[src/rtl/rc5_scan_validate_ctrl.sv]
// Scan-driven validation controller sitting between the chip scan pins and the RC5 core.
// Optional build macro: SCAN_PARITY_EN appends an even-parity LSB to the scan-out chain.
module rc5_scan_validate_ctrl #(
    parameter int KEY_W     = 128,
    parameter int DATA_W    = 32,
    parameter int ROUNDS_W  = 5,
    parameter int TIMEOUT_W = 12,
    parameter int KEY_GUARD = 2
) (
    input  logic                clk,
    input  logic                rst,
    input  logic                scan_en,
    input  logic                scan_in,
    input  logic                begin_validate,
    output logic                scan_out,
    output logic                busy,
    output logic [KEY_W-1:0]    core_key,
    output logic [DATA_W-1:0]   core_d_in,
    output logic [ROUNDS_W-1:0] core_num_rounds,
    output logic                core_load_key,
    output logic                core_start_encrypt,
    output logic                core_start_decrypt,
    input  logic                core_key_ready,
    input  logic [DATA_W-1:0]   core_d_out,
    input  logic                core_done
);

    localparam int SI_W    = KEY_W + DATA_W + ROUNDS_W + 3;
`ifdef SCAN_PARITY_EN
    localparam int SO_W    = DATA_W + 4;
`else
    localparam int SO_W    = DATA_W + 3;
`endif
    localparam int RND_LSB = KEY_W + DATA_W;
    localparam int LK_BIT  = KEY_W + DATA_W + ROUNDS_W;
    localparam int ENC_BIT = LK_BIT + 1;
    localparam int DEC_BIT = LK_BIT + 2;
    localparam logic [TIMEOUT_W-1:0] GUARD_CNT = TIMEOUT_W'(KEY_GUARD);

    typedef enum logic [2:0] {
        S_IDLE, S_LOADK, S_WAITK, S_START, S_WAITD, S_CAPT, S_HOLD
    } state_t;

    state_t                r_state;
    state_t                w_next;
    logic [SI_W-1:0]       r_in_sr;
    logic [SO_W-1:0]       r_out_sr;
    logic [KEY_W-1:0]      r_sh_key;
    logic [DATA_W-1:0]     r_sh_din;
    logic [ROUNDS_W-1:0]   r_sh_rounds;
    logic                  r_sh_enc;
    logic                  r_sh_dec;
    logic [TIMEOUT_W-1:0]  r_cnt;
    logic                  r_bv_prev;
    logic                  r_cap_tmo;
    logic                  r_cap_err;
    logic                  r_cap_done;
    logic [DATA_W-1:0]     r_cap_dout;

    logic                  w_edge;
    logic [TIMEOUT_W-1:0]  w_cnt_inc;
    logic                  w_tmo;
    logic                  w_in_wait;
    logic                  w_load;
    logic                  w_enc;
    logic                  w_dec;
    logic                  w_latch;
    logic                  w_l_tmo;
    logic                  w_l_err;
    logic                  w_l_done;
    logic [DATA_W+2:0]     w_cap_word;

    assign w_edge     = begin_validate & ~r_bv_prev;
    assign w_cnt_inc  = r_cnt + 1'b1;
    // Timeout fires on the cycle whose increment would reach all-ones.
    assign w_tmo      = (w_cnt_inc == {TIMEOUT_W{1'b1}});
    assign w_in_wait  = (r_state == S_WAITK) || (r_state == S_WAITD);
    assign w_cap_word = {r_cap_tmo, r_cap_err, r_cap_done, r_cap_dout};

    always_comb begin
        w_next   = r_state;
        w_load   = 1'b0;
        w_enc    = 1'b0;
        w_dec    = 1'b0;
        w_latch  = 1'b0;
        w_l_tmo  = 1'b0;
        w_l_err  = 1'b0;
        w_l_done = 1'b0;
        case (r_state)
            // Shadow loads on this same edge, so the branch reads the chain directly.
            S_IDLE: if (w_edge) w_next = r_in_sr[LK_BIT] ? S_LOADK : S_START;
            S_LOADK: begin
                w_load = 1'b1;
                w_next = S_WAITK;
            end
            S_WAITK: begin
                if (w_tmo) begin
                    w_next   = S_CAPT;
                    w_latch  = 1'b1;
                    w_l_tmo  = 1'b1;
                    w_l_done = core_done;
                end else if ((r_cnt >= GUARD_CNT) && core_key_ready) begin
                    w_next = S_START;
                end
            end
            S_START: begin
                case ({r_sh_dec, r_sh_enc})
                    2'b01: begin
                        w_enc  = 1'b1;
                        w_next = S_WAITD;
                    end
                    2'b10: begin
                        w_dec  = 1'b1;
                        w_next = S_WAITD;
                    end
                    2'b11: begin
                        w_next  = S_CAPT;
                        w_latch = 1'b1;
                        w_l_err = 1'b1;
                    end
                    default: begin
                        w_next  = S_CAPT;
                        w_latch = 1'b1;
                    end
                endcase
            end
            S_WAITD: begin
                if (w_tmo || core_done) begin
                    w_next   = S_CAPT;
                    w_latch  = 1'b1;
                    w_l_tmo  = w_tmo;
                    w_l_done = core_done;
                end
            end
            S_CAPT: w_next = S_HOLD;
            S_HOLD: if (!begin_validate) w_next = S_IDLE;
            default: w_next = S_IDLE;
        endcase
    end

    always_ff @(posedge clk) begin
        if (rst) begin
            r_state     <= S_IDLE;
            r_in_sr     <= '0;
            r_out_sr    <= '0;
            r_sh_key    <= '0;
            r_sh_din    <= '0;
            r_sh_rounds <= '0;
            r_sh_enc    <= 1'b0;
            r_sh_dec    <= 1'b0;
            r_cnt       <= '0;
            r_cap_tmo   <= 1'b0;
            r_cap_err   <= 1'b0;
            r_cap_done  <= 1'b0;
            r_cap_dout  <= '0;
            // A level still high across reset must not count as a fresh edge.
            r_bv_prev   <= begin_validate;
        end else begin
            r_state   <= w_next;
            r_bv_prev <= begin_validate;
            if (scan_en && (r_state == S_IDLE)) r_in_sr <= {r_in_sr[SI_W-2:0], scan_in};
            if ((r_state == S_IDLE) && w_edge) begin
                r_sh_key    <= r_in_sr[KEY_W-1:0];
                r_sh_din    <= r_in_sr[KEY_W +: DATA_W];
                r_sh_rounds <= r_in_sr[RND_LSB +: ROUNDS_W];
                r_sh_enc    <= r_in_sr[ENC_BIT];
                r_sh_dec    <= r_in_sr[DEC_BIT];
            end
            r_cnt <= w_in_wait ? w_cnt_inc : '0;
            if (w_latch) begin
                r_cap_tmo  <= w_l_tmo;
                r_cap_err  <= w_l_err;
                r_cap_done <= w_l_done;
                r_cap_dout <= core_d_out;
            end
            if (r_state == S_CAPT) begin
`ifdef SCAN_PARITY_EN
                r_out_sr <= {w_cap_word, ^w_cap_word};
`else
                r_out_sr <= w_cap_word;
`endif
            end else if (scan_en && ((r_state == S_IDLE) || (r_state == S_HOLD))) begin
                r_out_sr <= {r_out_sr[SO_W-2:0], 1'b0};
            end
        end
    end

    assign scan_out           = r_out_sr[SO_W-1];
    assign busy               = (r_state != S_IDLE) && (r_state != S_HOLD);
    assign core_key           = r_sh_key;
    assign core_d_in          = r_sh_din;
    assign core_num_rounds    = r_sh_rounds;
    assign core_load_key      = w_load;
    assign core_start_encrypt = w_enc;
    assign core_start_decrypt = w_dec;

endmodule

[config.mk]
export PLATFORM = sky130hd
export DESIGN_NAME = rc5_scan_validate_ctrl
export DESIGN_NICKNAME = d
export VERILOG_FILES = /design/src/rtl/rc5_scan_validate_ctrl.sv
export SDC_FILE = /design/constraint.sdc
export NUM_CORES = 1
export LEC_CHECK = 0
export CORE_MARGIN = 10
export CORE_UTILIZATION = 40
export CTS_BUF_LIST = sky130_fd_sc_hd__clkbuf_16
export DETAILED_ROUTE_END_ITERATION = 12
export GPL_ROUTABILITY_DRIVEN = 0
export SLEW_MARGIN = 20
export SYNTH_ARGS = -nofsm -noshare
export SYNTH_HDL_FRONTEND = slang
export SYNTH_SLANG_ARGS = --single-unit
export TNS_END_PERCENT = 100
[constraint.sdc]
create_clock -name clk -period 3.53 [get_ports clk]
set_clock_uncertainty 0.2 [all_clocks]
set_input_delay 0.5295 -clock clk [delete_from_list [all_inputs] [get_ports clk]]
set_output_delay 0.5295 -clock clk [all_outputs]
set_load 0.02 [all_outputs]
======== After elaboration in Yosys (flattened, before gate mapping) ========
Index checks and enable logic that the tools add are counted.
cells by class
  add/subtract/negate cells ............... 1
  $lt $le $gt $ge ......................... 1
  equal/unequal tests ..................... 15
  mux-type cells .......................... 26
  bitwise gates (word level) .............. 3
  reduce and logical (&&, ||, !) cells .... 14
operators by type and width
  kind                     number
  $mux W35                 2
  $pmux W3 S7              1
  $mux W3                  5
  $mux W1                  14
  $add A12 B1 Y12 const B  1
  $eq A12 B12 Y1 const B   1
  $ge A12 B2 Y1 const B    1
  $eq A3 B3 Y1 const B     3
  $eq A3 B2 Y1 const B     2
  $logic_and A1 B1 Y1      5
  $eq A2 B2 Y1 const B     2
  $ne A2 B2 Y1 const B     2
  $pmux W1 S2              2
  $reduce_and A4 Y1        1
  $reduce_or A2 Y1         2
  $eq A3 B1 Y1 const B     1
  $logic_not A3 Y1         1
  $logic_or A1 B1 Y1       3
  $ne A3 B2 Y1 const B     1
  $ne A3 B3 Y1 const B     1
  $pmux W1 S3              1
  $reduce_bool A3 Y1       1
  $eq A2 B1 Y1 const B     1
  $mux W2                  1
  other kinds (4)          5
storage, ports and cells
  register bits ........................... 421
  input bits .............................. 39
  output and inout bits ................... 170
  logic and storage cells ................. 74

======== Depth between registers and ports, before layout ========
Gate-level depths: netlist of the first run.
  depth in word-level cells ............... 5
  mapped depth ............................ 11
  gate-level depth less buffers ........... 8

======== Worst setup path after synthesis of the first run ========
OpenSTA, ideal clock, no wires.
  path kind ............................... register to register
  from .................................... register r_cnt[1]
  to ...................................... register r_cap_tmo
  setup time .............................. 0.118 ns
  arrival ................................. 2.127 ns
  data required time ...................... 3.212 ns
  slack ................................... 1.085 ns
  cell stages (with the launch flop) ...... 12
  buffers on the path ..................... 3
  clock period less this slack ............ 2.445 ns
  cells stage by stage .................... dfxtp_1 > ha_1 > buf_2 > nor3b_1 > a31oi_1 > o32ai_2 > o211ai_2 > o32ai_2 > a21boi_1 > buf_6 > buf_12 > o2bb2ai_1
on the way
  word-level cells in the longest chain between the ends .. 5
  elaborated cells on any way between the ends .. 8
  classes of those cells .................. add/sub (1); eq/ne (1); mux (5); reduce/logical (1)
ends and longest elaborated chain
  element                                            line  RTL
  start: declaration                                 53    logic [TIMEOUT_W-1:0] r_cnt;
  start signal: assignment                           169   r_cnt <= w_in_wait ? w_cnt_inc : '0;
  $add A12 B1 Y12 (*)                                74    assign w_cnt_inc = r_cnt + 1'b1;
  $eq A12 B12 Y1 (*)                                 76    assign w_tmo = (w_cnt_inc == {TIMEOUT_W{1'b1}});
  $logic_or A1 B1 Y1                                 128   if (w_tmo || core_done) begin
  $mux W1                                            128
  $pmux W1 S3 / $pmux W1 S2 (equally long branches)  89    case (r_state)
  end signal: assignment                             171   r_cap_tmo <= w_l_tmo;
  end: declaration                                   55    logic r_cap_tmo;
Every way passes the cells marked *; elsewhere a longest branch is shown, timed or not.
A chain may end at the register's enable or synchronous reset.

======== Worst setup path after layout of the first run ========
  from .................................... register r_state[0]
  to ...................................... output core_start_decrypt
on the way
  word-level cells in the longest chain between the ends .. 2
ends and longest elaborated chain
  element                   line  RTL
  start: declaration        44    state_t r_state;
  start signal: assignment  159   r_state <= w_next;
  $eq A3 B2 Y1              89
  $mux W1                   89
  end: declaration          22    output logic core_start_decrypt,
No other way between the ends.

==> results of run 1 <==
[worst max-delay path: stages (launching register included)]
cell                              delay [ns]
sky130_fd_sc_hd__dfxtp_1                0.50
sky130_fd_sc_hd__clkinv_1               0.30
sky130_fd_sc_hd__nor2_1                 0.28
sky130_fd_sc_hd__and3_1                 0.24
sky130_fd_sc_hd__clkdlybuf4s50_1        0.63
[kinds of logic after synthesis]
| group | Yosys count | share of synthesized area [%] |
|---|---|---|
| buffers and inverters | 156 | 4.41 |
| adders and majority gates | 6 | 0.482 |
| muxes | 69 | 4.45 |
| AOI/OAI and AO/OA | 396 | 13.7 |
| and+or+nand+nor | 845 | 22.3 |
| DFF | 421 | 54.1 |
| xor gates and xnor gates | 10 | 0.563 |
[cell usage after synthesis (all sizes together) (2+ instances only)]
cell type and n:
nand2 683, dfxtp 421, a21oi 343, clkbuf 118, mux2i 68, nand2b 66
nor2 50, a211oi 34, buf 30, nand3 12, nor3 9, inv 7
ha 6, xnor2 6, and3 4, nor4 4, xor2 4, a31oi 3
and2 3, nor2b 3, or3 3, nor3b 2, o211ai 2, o21ai 2
o22ai 2, o32ai 2
[worst min-delay path by stage]
| stage | start | endpoint | cells past startpoint |
|---|---|---|---|
| after floorplan | r_in_sr[167] | r_sh_dec | 2 |
| after global placement | r_in_sr[167] | r_sh_dec | 2 |
| after detailed placement | core_d_in[10] | core_d_in[10] | 2 |
| after CTS | begin_validate | r_bv_prev | 1 |
| after global routing | begin_validate | r_bv_prev | 1 |
| final | rst | core_key[37] | 2 |
[layout by cell type (no fill, tap or decap), types with 6 or more instances in the layout]
cell type                         Yosys  routed
sky130_fd_sc_hd__nand2_1            683     681
sky130_fd_sc_hd__clkdlybuf4s50_1      0     207
sky130_fd_sc_hd__buf_4                1      19
sky130_fd_sc_hd__xnor2_1              6       6
sky130_fd_sc_hd__clkinv_1             1      13
sky130_fd_sc_hd__dfxtp_1            421     421
sky130_fd_sc_hd__clkbuf_16            0      46
sky130_fd_sc_hd__nor3_1               7       7
sky130_fd_sc_hd__inv_1                7      21
sky130_fd_sc_hd__nor2_1              50      49
sky130_fd_sc_hd__a211oi_1            34      34
sky130_fd_sc_hd__ha_1                 6       6
sky130_fd_sc_hd__a21oi_1            343     343
sky130_fd_sc_hd__buf_12               3      12
sky130_fd_sc_hd__nand2b_1            66      66
sky130_fd_sc_hd__nand3_1             11      11
sky130_fd_sc_hd__mux2i_1             68      68
[through the flow]
step | instances | utilization, % | power (uW) | instance area [um^2]
after global placement | 2512 | 46.9 | 6020 | 18100
after CTS | 2590 | 50.3 | 10400 | 19400
after global routing | 2590 | 50.3 | 10700 | 19400
after floorplan | 1903 | - | 5700 | 15600
after detailed placement | 2512 | 46.9 | 6030 | 18100
final | 2590 | 50.3 | 10200 | 19400
[metal layers]
metal | vias up | GRT usage [%] | routed length (um)
met2 | 242 | 25.3 | 17500
met4 | 0 | 4.54 | 579
met1 | 5837 | 19.7 | 17500
met5 | - | 0 | 0
met3 | 41 | 3.62 | 2190
li1 | 6504 | - | -
[power breakdown]
group | total [uW] | internal (uW) | switching (uW)
Combinational | 988 | 303 | 686
Clock | 4300 | 2480 | 1820
Sequential | 4920 | 4850 | 69.2
[registers in the layout, indices dropped and copies added (netlist names), 3 cells and up]
name and count:
r_cnt 12, core_d_in 32, core_key 128, core_num_rounds 5
r_in_sr 168, r_state 3, r_out_sr 35, r_cap_dout 32
[layout make-up]
cell class	instances	area, um^2
clock buffer	46	1150
clock inverter	32	191
fill	3801	19100
inverter	8	30.0
multi-input combinational	1326	6490
sequential	421	8430
tap	518	648
timing repair buffer	239	2470
==> flow_summary.yaml, run 1 <==
outcome:
  outcome: "finished, final reports clean"
setup_path:
  critPathRequiredTime_ns: 2.80
  arrival_time_at_the_worst_endpoint_ns: 2.50
  rr_startpoint: "r_cnt[1]"
  critical_path.reg2reg.endpoint: "r_cap_dout[25]"
  setup.worst_path.start: "r_state[0]"
  worst_setup_path_endpoint: "core_start_decrypt"
  kind_of_capture_point_of_the_worst_setup_path: "output port"
  worst-r2r-cell-count: 9
  worstSetupPathType: "flip-flop to output port"
  crit_path_max_fanout: 8
  worstSetupStartpointType: "flip-flop"
  reg2reg_setup_slack_ns: 0.74
floorplanning:
  row_count: 72
  io-pin-count: 209
  start_util_pct: 40.4
  design.core.area_um2: 38600
  die-height_um: 217
  design.die.area_um2: 47200
  die_w_um: 217
grt:
  grt_first_pass_wirelength_um: 61400
  grt_usage_pct: 15.4
  first_global_vias: 11870
  grt_max_degree: 104
  antenna_found_initial: 0
  grt.overflow.total: 0
clock_network:
  root_cell_of_the_clock_tree: "sky130_fd_sc_hd__clkbuf_16"
  worst_skew_pair.late_latency_ns: 0.56
  cts-root-to-sink-buffers: 3
  post_cts_sizing: 0
  tritoncts_num_sinks: 421
  clock_pin_slew_on_the_worst_setup_and_hold_paths_ns: 0.06
  post_cts_buffers: 0
  clock_tree.htree_level_count: 2
  hold_buffers: 0
  cts_tree: "yes"
  cts_inserted_buffers: 44
place:
  placement.io_buffers: 208
  post-place-ws_ns: 0.704
  place.detailed.hpwl_um: 24300
route:
  wl_per_cell_um: 14.6
  drc_markers: 0
  first_pass_iteration_count_of_the_detailed_router: 7
  ant_nets: 0
  routed_wl_um: 37700
  dr.first_iter.drc_count: 732
  avgViaCountPerCell: 4.87
  routed_via_count: 12624
yosys:
  synth.distinct_cells: 51
  synthTopCellsByArea: "sky130_fd_sc_hd__dfxtp_1 54%, sky130_fd_sc_hd__nand2_1 16%, sky130_fd_sc_hd__a21oi_1 11%"
  postSynthNetCount: 1948
  syn-instance-count: 1903
  synth_seq_cells: 421
  yosysTopAreaCell: "sky130_fd_sc_hd__dfxtp_1"
  synth_enable_flop_cells: 0
  syn_area_um2: 15600
  synth_ff_type: "sky130_fd_sc_hd__dfxtp_1"
  synth.yosys.seq_area_share_pct: 54.1
  yosysWarningCount: 0
  share_of_synthesized_registers_carrying_an_async_set_or_reset_pct: 0
  avgSynthCellArea_um2: 8.18
  netlist.area_leader.share_pct: 54.1
pwr:
  ir_drop_v: 0.000411
  p_per_area_nw_per_um2: 526
  p_leak_uw: 0.00648
layout:
  number_of_diodes: 0
  fin_nets: 2085
  syn_to_final_growth_pct: 24.7
  drive_gt1_share_pct: 4.87
timing:
  fin_ws_ns: 0.297
  report.final.setup_viol: 0
  timing.max_slew.rel_slack_pct: 56.6
  final-hold-violation-count: 0
  worst_slew_pin_slew_ns: 0.652
  final.min_clock_period_ns: 3.23
  tns_ns: 0
  rsz0062_at_grt: "false"
  report.final.slew_viol_count: 0
  period_share_pct: 91.6
  finalHoldWorstSlack_ns: 0.240
  maxClockFrequency_mhz: 309
worst_hold_path:
  hp-class: "primary input to flip-flop"
job:
  max_cap_violations: 0
(Power assumes the default switching activity.)
==> inputs of run 2 (changes only) <==
--- a/config.mk
+++ b/config.mk
@@ -10,6 +10,7 @@
 export CTS_BUF_LIST = sky130_fd_sc_hd__clkbuf_16
 export DETAILED_ROUTE_END_ITERATION = 12
 export GPL_ROUTABILITY_DRIVEN = 0
+export PLACE_DENSITY = 0.59
 export SLEW_MARGIN = 20
 export SYNTH_ARGS = -nofsm -noshare
 export SYNTH_HDL_FRONTEND = slang
==> flow_summary.yaml, run 2 (same netlist as run 1, synthesis figures left out) <==
timing:
  report.final.setup_viol: 0
  timing.max_slew.rel_slack_pct: 49.8
  fin_ws_ns: 0.368
  maxClockFrequency_mhz: 316
  period_share_pct: 89.6
  final-hold-violation-count: 0
  report.final.slew_viol_count: 0
  final.min_clock_period_ns: 3.16
  tns_ns: 0
  rsz0062_at_grt: "false"
  worst_slew_pin_slew_ns: 0.753
route:
  routed_via_count: 12591
  wl_per_cell_um: 14.3
  routed_wl_um: 37100
  drc_markers: 0
  first_pass_iteration_count_of_the_detailed_router: 5
  avgViaCountPerCell: 4.86
  ant_nets: 0
  dr.first_iter.drc_count: 771
layout:
  drive_gt1_share_pct: 5.21
  max_flop_register: "r_in_sr"
  fin_nets: 2084
  most-common-layout-cells: "681 x sky130_fd_sc_hd__nand2_1, 421 x sky130_fd_sc_hd__dfxtp_1, 343 x sky130_fd_sc_hd__a21oi_1"
  syn_to_final_growth_pct: 25.4
  largest_register_ffs: 168
  number_of_diodes: 0
  layout_commonest_cell: "sky130_fd_sc_hd__nand2_1"
  utilization_pct: 50.6
place:
  place.detailed.hpwl_um: 23600
  placement.io_buffers: 208
  post-place-ws_ns: 0.669
clock_network:
  post_cts_buffers: 0
  clock_tree.htree_level_count: 2
  root_cell_of_the_clock_tree: "sky130_fd_sc_hd__clkbuf_16"
  cts-root-to-sink-buffers: 3
  cts_tree: "yes"
  tritoncts_num_sinks: 421
  cts_inserted_buffers: 45
  hold_buffers: 0
  clock_pin_slew_on_the_worst_setup_and_hold_paths_ns: 0.06
  post_cts_sizing: 0
  worst_skew_pair.late_latency_ns: 0.54
floorplanning:
  die-height_um: 217
  io-pin-count: 209
  start_util_pct: 40.4
  design.die.area_um2: 47200
  die_w_um: 217
  row_count: 72
  design.core.area_um2: 38600
job:
  max_cap_violations: 0
grt:
  antenna_found_initial: 0
  grt_max_degree: 128
  first_global_vias: 11763
  grt_first_pass_wirelength_um: 60300
  grt.overflow.total: 0
  met3_usage_pct: 3.74
  gr-usage-met2_pct: 24.3
  grt-busiest-layer: "met2"
  grt_usage_pct: 15.0
  groute.layer.met1.usage_pct: 19.6
setup_path:
  worstPathCellList: "clkinv_1 > nor2_1 > and3_1 > clkdlybuf4s50_1"
  path_length_in_cells_of_the_critical_path: 4
  critPathRequiredTime_ns: 2.80
  worst-r2r-cell-count: 9
  cp.buffers_inverters: 2
  arrival_time_at_the_worst_endpoint_ns: 2.43
  timing.critical_path.slowest_cell_delay_ns: 0.62
  crit_path_max_fanout: 8
  kind_of_capture_point_of_the_worst_setup_path: "output port"
  worstSetupStartpointType: "flip-flop"
  timing.critical_path.max_delay_family: "buffers and inverters"
  worstSetupPathType: "flip-flop to output port"
  critical-path-slowest-cell: "sky130_fd_sc_hd__clkdlybuf4s50_1"
worst_hold_path:
  timing.hold.worst_path_depth: 2
  hp-class: "primary input to flip-flop"
pwr:
  p_per_area_nw_per_um2: 529
  p_leak_uw: 0.00651
  ir_drop_v: 0.000316
outcome:
  outcome: "finished, final reports clean"
==> run 2: changes by cell type in the layout (fill, tap and decap cells not counted), sizes merged <==
cell      previous run  this run
clkinv              16        22
inv                 21        17
buf                 32        30
clkbuf              46        47
clkinvlp             1         2
==> run 2: where the power goes <==
group          leakage (uW)  switching [uW]  total (uW)  internal [uW]
combinational       0.00240             685        1000            317
sequential          0.00340            67.5        4920           4850
clock              0.000714            1860        4400           2540
total               0.00651            2610       10300           7710
==> run 2: routing by layer <==
| layer | routed length [um] | part of all wire (%) | up-vias |
|---|---|---|---|
| li1 | - | - | 6493 |
| met1 | 17300 | 47 | 5817 |
| met2 | 17200 | 46 | 234 |
| met3 | 2140 | 5.8 | 47 |
| met4 | 548 | 1.5 | 0 |
| met5 | 0 | 0 | - |
==> run 2: metrics by stage <==
step           power [uW]  std cells  hold slack [ns]  area [um^2]
2_1_floorplan        5700       1903            0.232        15600
3_3_place_gp         6030       2510            0.241        18100
3_5_place_dp         6040       2510            0.247        18100
4_1_cts             10500       2592            0.178        19500
5_1_grt             10800       2592            0.185        19500
6_report            10300       2592            0.183        19500
==> run 2: layout make-up <==
| cell class | instances | area, um^2 |
|---|---|---|
| Clock inverter | 35 | 208 |
| Multi-Input combinational cell | 1326 | 6490 |
| Clock buffer | 47 | 1180 |
| Timing Repair Buffer | 237 | 2530 |
| Sequential cell | 421 | 8430 |
| Inverter | 8 | 30.0 |
| Fill cell | 3761 | 19000 |
| Tap cell | 518 | 648 |
==> run 2: path summary, 6_finish.rpt <==
check,from,to,slack [ns]
min,rst,r_in_sr[28],0.18
min reg2reg,core_key[49],core_key[49],0.25
max,r_state[0],core_start_encrypt,0.37
max reg2reg,r_cnt[1],r_cap_dout[23],0.77
